**config.mk**
```make
export PLATFORM = sky130hd
export DESIGN_NAME = mul_seq
export DESIGN_NICKNAME = d
export VERILOG_FILES = /design/src/rtl/mul_seq.sv
export SDC_FILE = /design/constraint.sdc
export NUM_CORES = 1
export LEC_CHECK = 0
export ABC_AREA = 0
export CAP_MARGIN = 25
export CORE_UTILIZATION = 25
export CTS_CLUSTER_SIZE = 14
export DETAILED_ROUTE_END_ITERATION = 7
export PLACE_DENSITY = 0.42
export SYNTH_ARGS = -nofsm -noshare
export SYNTH_HDL_FRONTEND = slang
export SYNTH_SLANG_ARGS = --single-unit
export TNS_END_PERCENT = 30
```
**constraint.sdc**
```tcl
create_clock -name CLK -period 6.1 [get_ports CLK]
set_input_delay 1.525 -clock CLK [delete_from_list [all_inputs] [get_ports CLK]]
set_output_delay 1.525 -clock CLK [all_outputs]
set_load 0.01 [all_outputs]
```
**src/rtl/mul_seq.sv**
```systemverilog
// mul_seq: sequential multiply-add, P = A*B + C, radix-2 shift-add.
// It retires one multiplier bit per clock and takes LEN cycles per result.
// It is the arithmetic inverse of the sequential divider:
// (quotient, denominator, remainder) -> numerator.
//
// Ports:
//   CLK    clock, rising edge
//   RST_N  asynchronous active-low reset
//   START  level-sampled each edge; loads A/B/C and starts (restarts) an operation
//   DONE   high when idle; P/OVF valid
//   A      multiplicand  (LEN)
//   B      multiplier    (LEN)
//   C      addend        (LEN)
//   P      result        (2*LEN), updated only on the completion edge
//   OVF    high when P[2*LEN-1:LEN] is nonzero
//
// state | meaning
// ------+---------------------------------------------------------------
// IDLE  | state_q == 0: registers hold, DONE high
// BUSY  | state_q != 0: one shift-add step per edge, state_q counts down
module mul_seq #(
  parameter int LEN = 16
) (
  input  logic             CLK,
  input  logic             RST_N,
  input  logic             START,
  output logic             DONE,
  input  logic [LEN-1:0]   A,
  input  logic [LEN-1:0]   B,
  input  logic [LEN-1:0]   C,
  output logic [2*LEN-1:0] P,
  output logic             OVF
);

  localparam int            SLEN  = $clog2(LEN);
  localparam logic [SLEN:0] STEPS = (SLEN+1)'(LEN);
  localparam logic [SLEN:0] ONE   = (SLEN+1)'(1);

  logic [SLEN:0]    state_q, state_d;
  logic [LEN-1:0]   arg_a_q, arg_a_d;
  logic [LEN-1:0]   acc_h_q, acc_h_d;
  logic [LEN-1:0]   acc_l_q, acc_l_d;
  logic [2*LEN-1:0] p_q, p_d;
  logic [LEN:0]     sum;
  logic             busy;

  assign busy = (state_q != '0);

  // The extra top bit keeps the carry; it lands in acc_h after the shift.
  always_comb begin
    sum = {1'b0, acc_h_q} + (acc_l_q[0] ? {1'b0, arg_a_q} : {(LEN+1){1'b0}});
  end

  always_ff @(posedge CLK or negedge RST_N) begin
    if (!RST_N) begin
      state_q <= '0;
      arg_a_q <= '0;
      acc_h_q <= '0;
      acc_l_q <= '0;
      p_q     <= '0;
    end else begin
      state_q <= state_d;
      arg_a_q <= arg_a_d;
      acc_h_q <= acc_h_d;
      acc_l_q <= acc_l_d;
      p_q     <= p_d;
    end
  end

  always_comb begin
    state_d = state_q;
    arg_a_d = arg_a_q;
    acc_h_d = acc_h_q;
    acc_l_d = acc_l_q;
    p_d     = p_q;
    if (START) begin
      // Seeding acc_h with C: it is shifted down LEN times and ends up
      // added to the low half of the product.
      state_d = STEPS;
      arg_a_d = A;
      acc_h_d = C;
      acc_l_d = B;
    end else if (busy) begin
      state_d = state_q - ONE;
      acc_h_d = sum[LEN:1];
      acc_l_d = {sum[0], acc_l_q[LEN-1:1]};
      if (state_q == ONE) begin
        p_d = {sum[LEN:1], sum[0], acc_l_q[LEN-1:1]};
      end
    end
  end

  always_comb begin
    DONE = ~busy;
    OVF  = |p_q[2*LEN-1:LEN];
  end

  assign P = p_q;

endmodule

```
======== Word-level counts from Yosys, hierarchy flattened ========
Cells that the tools add are included.
word-level totals
  logic and storage cells ................. 21
  memories ................................ 0
  latch bits .............................. 0
  ROM bits ................................ 0
  memory bits (writable) .................. 0
  flip-flop bits (word level) ............. 85
  output and inout port bits .............. 34
operators by class
  order comparisons ....................... 0
  bitwise logic cells ..................... 2
  $add $sub $neg .......................... 2
  div/mod/pow operators ................... 0
  mux-type cells .......................... 7
  shifts and indexed selects .............. 0
  $mul .................................... 0
  equal/unequal tests ..................... 1
  reduce and logical (&&, ||, !) cells .... 4
operators by type and width
  cell                                                                count
  16-bit two-way mux                                                  5
  16-bit by 16-bit adder with 17-bit output                           1
  16-bit OR reduction                                                 1
  5-bit two-way mux                                                   2
  5-bit by 1-bit == test with 1-bit output, second input constant     1
  5-bit nonzero test                                                  1
  5-bit by 1-bit subtractor with 5-bit output, second input constant  1
  3-bit AND reduction                                                 1
  1-bit NOT                                                           2
  2-bit nonzero test                                                  1

======== Depth between registers and ports, before layout ========
  depth in word-level cells ............... 4
  mapped depth ............................ 10
  depth with buffers taken out ............ 9

======== Worst setup path after synthesis ========
OpenSTA, ideal clock, no wires.
  path type ............................... in2reg
  start ................................... input port START
  end ..................................... register p_q[10], in the netlist P[10]
  setup time .............................. 0.125 ns
  data arrival time ....................... 2.647 ns
  setup slack ............................. 3.328 ns
  stages .................................. 4
  data required time ...................... 5.975 ns
  path through ............................ clkbuf_1 -> nand3b_1 -> buf_1 -> mux2_2
between the ends
  word-level cells in the longest chain between the ends .. 2
ends and longest elaborated chain
  item                                  line  text
  start, declared                       26    input logic START,
  1-bit NOT (no source line)            -
  3-bit AND reduction (no source line)  -
  end signal, assigned                  66    p_q <= p_d;
  end, declared                         43    logic [2*LEN-1:0] p_q, p_d;
Every way passes these cells.
A chain may end at the register's enable or synchronous reset.

======== Final worst setup path ========
  start ................................... register p_q[17], in the netlist P[17]
  end ..................................... output port OVF
between the ends
  word-level cells in the longest chain between the ends .. 1
ends and longest elaborated chain
  item                 line  text
  16-bit OR reduction  95    OVF = |p_q[2*LEN-1:LEN];
  end, declared        32    output logic OVF
Every way passes these cells.

==> results.py <==
metrics = {
    "outcome": {
        "status": "finished, final reports clean",
    },
    "synthesis": {
        "seq_area_frac_synth_pct": 48.6,
        "avgSynthCellArea_um2": 10.8,
        "syn_inst": 405,
        "synth_edf_count": 0,
        "syn_nets": 476,
        "yosysUniqueCellTypes": 45,
        "ys_ff_latch": 85,
        "synth.area.top_cells": "dfrtp_1 (49%), mux2_2 (10%), ha_1 (5.4%)",
        "synth_area_um2": 4380,
        "synth_ff_type": "dfrtp_1",
        "yosys.area.top_type": "dfrtp_1",
        "yosysWarnings": 0,
        "synth_top_area_share_pct": 48.6,
        "async_flop_share_pct": 100,
    },
    "job": {
        "drv_cap": 0,
    },
    "power": {
        "combPwrFrac_pct": 43.8,
        "ir_worst_vdd_mv": 0.159,
        "pwr_density_cell_nw_per_um2": 432,
        "netSwitchingFraction_pct": 37.2,
        "total_leakage_power_nw": 2.50,
        "seqPwrFrac_pct": 35.1,
        "p_int_w": 0.00156,
        "power.switching_w": 0.000927,
        "clkPwrFrac_pct": 21.1,
        "p_total_w": 0.00249,
    },
    "clock_tree": {
        "clock-sinks": 85,
        "cts_setup_buffers": 0,
        "cts_tree": "yes",
        "cts_buffers": 9,
        "clock_latency_ns": 0.35,
        "clockBufferDepth": 2,
        "postCtsHoldBufs": 0,
        "clockRootBuffer": "clkbuf_16",
        "path_clk_slew_ns": 0.07,
        "ctsHtreeMaxLevel": 3,
        "cts.repair.resized": 0,
    },
    "setup_path": {
        "crit_slowest_cell": "nor4_1",
        "crit_type": "flip-flop to primary output",
        "critPathCaptureType": "primary output",
        "path_max_fanout": 3,
        "crit_path_start_kind": "flip-flop",
        "crit_chain": "nor4_1 > nand4_1 > clkdlybuf4s50_1",
        "critical_path.startpoint": "P[17]",
        "max_stage_delay_ns": 0.56,
        "r2r_start": "acc_l_q[0]",
        "cp.arrival_ns": 1.99,
        "required_ns": 4.58,
    },
    "sta": {
        "holdWs_ns": 0.502,
        "layout_setup_ws_ns": 2.59,
        "finalSetupTns_ns": 0,
        "finalClockSkew_ns": 0.00648,
        "rsz0062_at_grt": "no",
        "max_freq_mhz": 285,
        "final.period_utilization_pct": 57.6,
        "max_slew_margin_pct": 39.4,
        "hold_viol_final": 0,
        "worstMarginPinSlew_ns": 0.909,
        "post-route-min-period_ns": 3.51,
        "setup_viol": 0,
        "maxSlewViolCount": 0,
    },
    "placed_design": {
        "dp_hpwl_um": 8050,
        "place_area_um2": 5470,
        "pre_cts_slack_ns": 2.73,
        "gp_congestion": 0.854,
        "port-buffer-count": 84,
    },
    "drt": {
        "antenna_left": 0,
        "wl_per_cell_um": 15.8,
        "post_drt_via_cell_ratio": 4.61,
        "drtPass1Iterations": 4,
        "drcViolationCount": 0,
        "routed_wl_um": 11300,
        "num_vias": 3294,
        "first_iter_violations": 108,
    },
    "floorplan": {
        "io_pins": 85,
        "rows": 48,
        "die_w_um": 134,
        "die_h_um": 134,
        "die-area_um2": 18100,
        "core_um2": 17200,
        "initial_utilization_pct": 25.5,
    },
    "finish": {
        "num_antenna_cells": 0,
        "area_growth_pct": 31.5,
        "nFillCells": 1771,
        "drive_gt1_share_pct": 14.7,
        "nNetsFinal": 556,
        "design_area_um2": 5760,
        "multi_input_area_um2": 2130,
        "regArea_um2": 2130,
    },
    "global_routing": {
        "track_usage_pct": 13.4,
        "grt_pass1_wl_um": 18300,
        "grt_pass1_vias": 3484,
        "gr-total-overflow": 0,
        "grt_max_degree": 90,
        "antenna_found_initial": 0,
    },
    "hold_path": {
        "min-delay-start": "arg_a_q[8]",
        "hp-class": "flip-flop to flip-flop",
    },
}
[cell usage after synthesis, types with 2 or more instances]
cell type,instances
nor2_1,14
a221o_1,3
clkbuf_1,16
nor4_1,6
buf_2,2
inv_1,11
nor3_1,9
a221oi_2,2
and3_1,3
and2_1,17
nand3_1,2
xnor2_1,10
o21bai_1,2
mux2i_1,23
a21oi_1,18
o21ai_0,37
buf_1,3
o21ai_1,2
nand4_1,2
o31a_1,2
xor2_1,6
a211oi_1,2
dfrtp_1,85
a21o_1,4
mux2_2,39
ha_1,19
nand2_1,43
a221oi_1,4
nor3b_1,2
a21oi_2,2
[metal layers]
metal  GRT usage [%]  up-vias  part of all wire [%]
met4            5.43        0                   1.7
li1                -     1601                     -
met2            21.3       72                    46
met1            16.7     1608                    46
met5               0        -                     0
met3            4.42       13                   6.2
[cell usage in the layout, fill, tap and decap left out, types with 3 or more instances in the layout]
master and instances:
a21o_1 4, a21oi_1 18, a221o_1 3, a221oi_1 4, and2_1 17, and3_1 3
buf_4 5, clkbuf_16 9, clkdlybuf4s50_1 82, clkinv_4 3, dfrtp_1 85, ha_1 19
inv_1 11, mux2_2 39, mux2i_1 23, nand2_1 43, nor2_1 14, nor3_1 9
nor4_1 6, o21ai_0 37, xnor2_1 10, xor2_1 6
[state kept, by name, summed over array words and instances, names as in the netlist]
register	flops
P	32
acc_h_q	16
acc_l_q	16
arg_a_q	16
state_q	5
[worst max-delay path, delay by kind of cell (launching register included)]
family	cells	cell delay [ns]
buf+inv	1	0.52
flops	1	0.40
simple gates	2	0.72
[power by group through the flow]
stage / clock network, W / logic [W] / registers [W]
floorplan: 0 / 0.000627 / 0.000893
global placement: 0 / 0.00109 / 0.000883
detailed placement: 0 / 0.00111 / 0.000884
CTS: 0.000545 / 0.00111 / 0.000877
global route: 0.000563 / 0.00120 / 0.000904
finish: 0.000525 / 0.00109 / 0.000875
[area by class of cell]
| cell class | instances | area share [%] |
|---|---|---|
| timing repair buffer | 90 | 15.7 |
| clock buffer | 9 | 3.91 |
| clock inverter | 6 | 0.869 |
| multi-input combinational | 288 | 37.0 |
| inverter | 11 | 0.717 |
| sequential | 85 | 36.9 |
| tap | 225 | 4.89 |
[logic make-up after synthesis]
| kind of cell | after synthesis | share of synthesized area, % |
|---|---|---|
| buffers and inverters | 32 | 2.80 |
| AOI/OAI and AO/OA | 88 | 13.1 |
| and+or+nand+nor | 102 | 11.2 |
| muxes | 62 | 15.3 |
| xor gates and xnor gates | 16 | 3.20 |
| DFF | 85 | 48.6 |
| adders and majority gates | 20 | 5.88 |
[through the flow]
stage | std cells | util [%]
after detailed placement | 698 | 31.9
after global routing | 714 | 33.5
after CTS | 713 | 33.5
after floorplan | 405 | -
final | 714 | 33.5
after global placement | 697 | 31.7
[path summary, 6_finish.rpt]
kind	slack [ns]	cells after the start	endpoint
max in group asynchronous	3.91	2	acc_h_q[2]
min in group asynchronous	1.07	1	P[30]
min	0.50	1	arg_a_q[8]
max	2.59	3	OVF
min reg2reg	0.50	1	arg_a_q[8]
max reg2reg	3.20	9	acc_h_q[7]
Power figures use the tool's default switching activity.
